`config.mk`:
```
export PLATFORM = sky130hd
export DESIGN_NAME = nasti_lite_uart_arbiter
export DESIGN_NICKNAME = d
export VERILOG_FILES = /design/src/rtl/nasti_lite_uart_arb_pkg.sv /design/src/rtl/nasti_lite_uart_arbiter_rr_arbiter.sv /design/src/rtl/nasti_lite_uart_arbiter.sv
export SDC_FILE = /design/constraint.sdc
export NUM_CORES = 1
export LEC_CHECK = 0
export BUFFER_PORTS_ARGS = -buffer_cell sky130_fd_sc_hd__buf_4
export CORE_MARGIN = 10
export CORE_UTILIZATION = 38
export DETAILED_ROUTE_END_ITERATION = 12
export PLACE_DENSITY_LB_ADDON = 0.2
export SYNTH_ARGS = -nofsm -noshare
export SYNTH_HDL_FRONTEND = slang
export SYNTH_SLANG_ARGS = --single-unit
```
`constraint.sdc`:
```
create_clock -name clk -period 1.35 [get_ports clk]
set_input_delay 0.2025 -clock clk [delete_from_list [all_inputs] [get_ports clk]]
set_output_delay 0.2025 -clock clk [all_outputs]
set_load 0.03 [all_outputs]
```
`src/rtl/nasti_lite_uart_arb_pkg.sv`:
```
// Shared types for the NASTI-Lite UART arbiter: FSM state encoding and the
// UART data register offset used as the default bus address.
package nasti_lite_uart_arb_pkg;

  localparam int UART_DATA_REG = 0;

  typedef enum logic [2:0] {
    IDLE    = 3'd0,
    WR      = 3'd1,
    WR_RESP = 3'd2,
    RD      = 3'd3,
    RD_RESP = 3'd4,
    RSP     = 3'd5
  } state_t;

endpackage

```
`src/rtl/nasti_lite_uart_arbiter_rr_arbiter.sv`:
```
// Rotating-priority arbiter: search starts at ptr and wraps; a ptr tied to 0
// degenerates to fixed priority with the lowest index winning.
module rr_arbiter #(
  parameter int NUM_REQ = 2,
  parameter int IDX_W   = 1
) (
  input  logic [NUM_REQ-1:0] req,
  input  logic [IDX_W-1:0]   ptr,
  output logic [NUM_REQ-1:0] gnt,
  output logic [IDX_W-1:0]   idx,
  output logic               any
);

  always_comb begin
    int c;
    logic [IDX_W-1:0] ci;
    gnt = '0;
    idx = '0;
    any = 1'b0;
    c   = 0;
    ci  = '0;
    for (int k = 0; k < NUM_REQ; k++) begin
      c = int'(ptr) + k;
      if (c >= NUM_REQ) c = c - NUM_REQ;
      ci = IDX_W'(c);
      if (!any && req[ci]) begin
        any     = 1'b1;
        gnt[ci] = 1'b1;
        idx     = ci;
      end
    end
  end

endmodule

```
`src/rtl/nasti_lite_uart_arbiter.sv`:
```
// Shares one NASTI-Lite UART slave among NUM_REQ requesters, one transaction
// at a time. Define UART_ARB_RR_EN for round-robin, else fixed priority.
module nasti_lite_uart_arbiter
  import nasti_lite_uart_arb_pkg::*;
#(
  parameter int NUM_REQ    = 2,
  parameter int ID_WIDTH   = 1,
  parameter int ADDR_WIDTH = 8,
  parameter int DATA_WIDTH = 8,
  parameter int UART_ADDR  = UART_DATA_REG
) (
  input  logic                          clk,
  input  logic                          rstn,
  input  logic [NUM_REQ-1:0]            req_valid,
  input  logic [NUM_REQ-1:0]            req_write,
  input  logic [NUM_REQ*DATA_WIDTH-1:0] req_wdata,
  output logic [NUM_REQ-1:0]            req_ready,
  output logic [NUM_REQ-1:0]            rsp_valid,
  output logic [DATA_WIDTH-1:0]         rsp_rdata,
  input  logic [NUM_REQ-1:0]            rsp_ready,
  output logic                          aw_valid,
  input  logic                          aw_ready,
  output logic [ADDR_WIDTH-1:0]         aw_addr,
  output logic [ID_WIDTH-1:0]           aw_id,
  output logic                          w_valid,
  input  logic                          w_ready,
  output logic [DATA_WIDTH-1:0]         w_data,
  output logic                          w_strb,
  input  logic                          b_valid,
  output logic                          b_ready,
  input  logic [ID_WIDTH-1:0]           b_id,
  output logic                          ar_valid,
  input  logic                          ar_ready,
  output logic [ADDR_WIDTH-1:0]         ar_addr,
  output logic [ID_WIDTH-1:0]           ar_id,
  input  logic                          r_valid,
  output logic                          r_ready,
  input  logic [DATA_WIDTH-1:0]         r_data,
  input  logic [ID_WIDTH-1:0]           r_id
);

  localparam int IW = (NUM_REQ > 1) ? $clog2(NUM_REQ) : 1;

  state_t                state_q, state_d;
  logic [IW-1:0]         gnt_q, gnt_d;
  logic [DATA_WIDTH-1:0] wdata_q, wdata_d;
  logic [DATA_WIDTH-1:0] rdata_q, rdata_d;
  logic                  aw_done_q, aw_done_d;
  logic                  w_done_q, w_done_d;

  logic [NUM_REQ-1:0]    arb_gnt;
  logic [IW-1:0]         arb_idx;
  logic                  arb_any;
  logic [IW-1:0]         ptr;
  logic                  rsp_hs;

  // Responses carry no routing information we trust; the grant register does.
  logic unused_ids;
  assign unused_ids = ^{b_id, r_id};

  assign rsp_hs = (state_q == RSP) && rsp_ready[gnt_q];

`ifdef UART_ARB_RR_EN
  logic [IW-1:0] ptr_q, ptr_d;

  always_comb begin
    ptr_d = ptr_q;
    if (rsp_hs) ptr_d = (gnt_q == IW'(NUM_REQ - 1)) ? '0 : gnt_q + 1'b1;
  end

  always_ff @(posedge clk or negedge rstn) begin
    if (!rstn) ptr_q <= '0;
    else       ptr_q <= ptr_d;
  end

  assign ptr = ptr_q;
`else
  assign ptr = '0;
`endif

  rr_arbiter #(
    .NUM_REQ (NUM_REQ),
    .IDX_W   (IW)
  ) u_arb (
    .req (req_valid),
    .ptr (ptr),
    .gnt (arb_gnt),
    .idx (arb_idx),
    .any (arb_any)
  );

  always_comb begin
    state_d   = state_q;
    gnt_d     = gnt_q;
    wdata_d   = wdata_q;
    rdata_d   = rdata_q;
    aw_done_d = aw_done_q;
    w_done_d  = w_done_q;
    case (state_q)
      IDLE: begin
        if (arb_any) begin
          gnt_d   = arb_idx;
          wdata_d = req_wdata[arb_idx*DATA_WIDTH +: DATA_WIDTH];
          state_d = req_write[arb_idx] ? WR : RD;
        end
      end
      WR: begin
        // AW and W complete independently, possibly in the same cycle.
        if (aw_valid && aw_ready) aw_done_d = 1'b1;
        if (w_valid && w_ready)   w_done_d  = 1'b1;
        if (aw_done_d && w_done_d) begin
          aw_done_d = 1'b0;
          w_done_d  = 1'b0;
          state_d   = WR_RESP;
        end
      end
      WR_RESP: if (b_valid) state_d = RSP;
      RD:      if (ar_ready) state_d = RD_RESP;
      RD_RESP: begin
        if (r_valid) begin
          rdata_d = r_data;
          state_d = RSP;
        end
      end
      RSP:     if (rsp_hs) state_d = IDLE;
      default: state_d = IDLE;
    endcase
  end

  always_ff @(posedge clk or negedge rstn) begin
    if (!rstn) begin
      state_q   <= IDLE;
      gnt_q     <= '0;
      wdata_q   <= '0;
      rdata_q   <= '0;
      aw_done_q <= 1'b0;
      w_done_q  <= 1'b0;
    end else begin
      state_q   <= state_d;
      gnt_q     <= gnt_d;
      wdata_q   <= wdata_d;
      rdata_q   <= rdata_d;
      aw_done_q <= aw_done_d;
      w_done_q  <= w_done_d;
    end
  end

  always_comb begin
    rsp_valid = '0;
    if (state_q == RSP) rsp_valid[gnt_q] = 1'b1;
  end

  assign req_ready = (state_q == IDLE) ? arb_gnt : '0;
  assign aw_valid  = (state_q == WR) && !aw_done_q;
  assign w_valid   = (state_q == WR) && !w_done_q;
  assign b_ready   = (state_q == WR_RESP);
  assign ar_valid  = (state_q == RD);
  assign r_ready   = (state_q == RD_RESP);
  assign aw_addr   = ADDR_WIDTH'(UART_ADDR);
  assign ar_addr   = ADDR_WIDTH'(UART_ADDR);
  assign aw_id     = ID_WIDTH'(gnt_q);
  assign ar_id     = ID_WIDTH'(gnt_q);
  assign w_data    = wdata_q;
  assign w_strb    = 1'b1;
  assign rsp_rdata = rdata_q;

endmodule

```
==> results.toml <==
[pwr]
max-vdd-ir-drop_mv = 1.18
p_total_w = 0.00476
power-per-cell-area_nw_per_um2 = 2360
power.leakage_nw = 1.01

[flow_run]
cap_violations = 0

[global_routing]
grt_first_pass_wirelength_mm = 5.82
track_usage_pct = 11.2
grt_max_degree = 23
first_global_vias = 1243
antenna_found_initial = 0
grt-ovfl-total = 0

[die]
coreArea_sq_um = 3360
initial_core_util_pct = 39.4
row_count = 21
io_pins = 83
die_h_microns = 79.1
fp.dieArea_sq_um = 6250
die-width_microns = 79.1

[detailed_routing]
drt_wl_total_mm = 3.93
antenna_left = 0
dr_total_vias = 1130
avgViaCountPerCell = 4.57
first_iter_violations = 42
drc = 0
drt-pass1-iter-count = 4
drt-wirelength-per-cell_microns = 15.9

[timing]
fmax_mhz = 616
fin_ws_ns = -0.275
hold_viol_final = 0
rsz0062_at_grt = "true"
post-route-period-util_pct = 120
post-route-min-period_ns = 1.62
skew_ns = 0.00359
slew_violations = 0
setup_violations = 19
setup_tns_ns = -3.46

[run_status]
outcome = "finished, violations left"
failed_checks = "setup timing"

[worst_setup_path]
crit_chain = "buf_6 > nor4bb_4 > buf_6"
startpoint_type = "flop"
critPathSlowestCell = "dfrtp_2"
crit_top_cell = "buf_6"
cp-end-kind = "output pin"
crit_fanout = 6
path_class = "reg -> out"
worstPathArrival_ns = 1.42
crit_required_ns = 1.15
slowest_delay_ns = 0.50

[yosys]
synth_top_family_by_area = "multiplexers"
synth_top_area_cell = "dfrtp_1"
ys_top_cells_by_area = "dfrtp_1, buf_4, mux2_4, mux2i_1, nor2_1"
synth_xor_area_share_pct = 0
synth-edff-count = 0
syn_area_per_cell_sq_um = 10.6
synth_flop_cell = "dfrtp_1"
synth_cell_type_count = 28
synth_area_sq_um = 1330
synth-simple-area-share_pct = 16.5
synth.yosys.seq_area_share_pct = 41.5
ys_ff_latch = 22
synthMuxAreaShare_pct = 17.8
netlist.area_leader.share_pct = 41.5
synth_compound_area_share_pct = 9.25
synthArstFlopShare_pct = 100
synthAdderAreaFrac_pct = 0
syn_inst = 125
yosysWarnings = 0

[final_layout]
num-nets-final = 241
fillers = 318
final_cell_mix = "buf_4, dfrtp_1, conb_1"
antenna_cells = 0
layout-drive-gt1-share_pct = 58.2
finalCoreUtilization_pct = 59.9
area_growth_pct = 52.0
mostFrequentLayoutCell = "buf_4"

[cts]
clk_path_buf_depth = 2
clk_transition_reported_paths_ns = 0.13
cts.sinks = 22
root_buffer = "clkbuf_4"
h-tree-depth = 1
clk_latency_ns = 0.30
cts_tree = "yes"
numCtsBuffers = 3

[hold_path]
hold_class = "in -> reg"

[placement]
dpl.hpwl_mm = 2.83
port_buffers = 63
place.gp.congestion = 0.779
-- worst paths after layout --
| path | depth (start not counted) | from | slack (ns) | to |
|---|---|---|---|---|
| worst max-delay path | 3 | state_q[2] | -0.27 | rsp_valid[0] |
| worst min-delay path | 2 | r_data[6] | 0.12 | rsp_rdata[6] |
| worst max register to register | 4 | state_q[1] | -0.18 | rsp_rdata[5] |
| worst min register to register | 2 | w_data[6] | 0.49 | w_data[6] |
| max in group asynchronous | 2 | rstn | 0.79 | state_q[1] |
| min in group asynchronous | 2 | rstn | 0.31 | rsp_rdata[6] |
-- worst max-delay path, delay by kind of cell (launching register included) --
kind                   cells  cell delay [ns]
flip-flops                 1             0.50
buffers and inverters      2             0.31
AND/OR/NAND/NOR            1             0.31
-- per-stage QoR --
stage	setup WS, ns	hold WS (ns)	std cells	instance area, sq um
floorplan	-0.258	-0.0931	140	1400
global placement	-0.0555	0.105	233	1800
detailed placement	-0.0949	0.106	233	1800
CTS	-0.268	0.115	244	1950
global route	-0.339	0.0930	247	2010
finish	-0.275	0.121	247	2010
-- power breakdown --
group / internal [W] / switching [W] / leakage [nW] / total (W)
combinational: 0.00145 / 0.00162 / 0.722 / 0.00307
clock: 0.000164 / 0.000203 / 0.0210 / 0.000367
sequential: 0.000995 / 0.000321 / 0.265 / 0.00132
-- layout make-up --
| type | instances | area [sq um] | area share [%] |
|---|---|---|---|
| clock buffers | 4 | 36.3 | 1.80 |
| multi-input cells | 94 | 717 | 35.6 |
| repair buffers | 80 | 644 | 32.0 |
| flip-flops and latches | 22 | 556 | 27.6 |
| well taps | 46 | 57.6 | 2.86 |
| inverters | 1 | 3.75 | 0.186 |
-- synth_stat cells, types with 2 or more instances --
cell / number
o21ai_2: 3
a221oi_1: 2
mux2_4: 9
a22o_1: 2
o21ai_1: 6
nor2b_1: 3
nor2_1: 12
nand2_1: 11
dfrtp_1: 22
mux2i_1: 10
conb_1: 2
a21oi_1: 4
and2_1: 3
buf_2: 2
buf_6: 3
buf_4: 19
-- state kept, by name, summed over array words and instances (netlist names) --
register	cells
ar_id	1
aw_done_q	1
rsp_rdata	8
state_q	3
w_data	8
w_done_q	1
-- repair_timing --
action	in CTS	in global routing
setup buffers	7	3
setup endpoints to repair	26	29
gates cloned	0	1
endpoints found under the hold margin	22	0
hold buffers	1	0
resized for setup	18	9
pin swaps	5	9
-- cells by family (layout without fill, tap and decap cells) --
logic type,after synthesis,after routing
buffers and inverters,25,85
muxes,19,19
and+or+nand+nor,38,38
DFF,22,22
other,2,17
AOI/OAI and AO/OA,19,20
-- routing by layer --
| metal | track usage [%] | vias to the layer above | wire [microns] |
|---|---|---|---|
| met2 | 20.4 | 45 | 2140 |
| met1 | 11.6 | 534 | 1450 |
| met3 | 3.83 | 4 | 306 |
| met5 | 0 | - | 0 |
| li1 | - | 547 | - |
| met4 | 4.30 | 0 | 38 |
(Power assumes the default switching activity.)
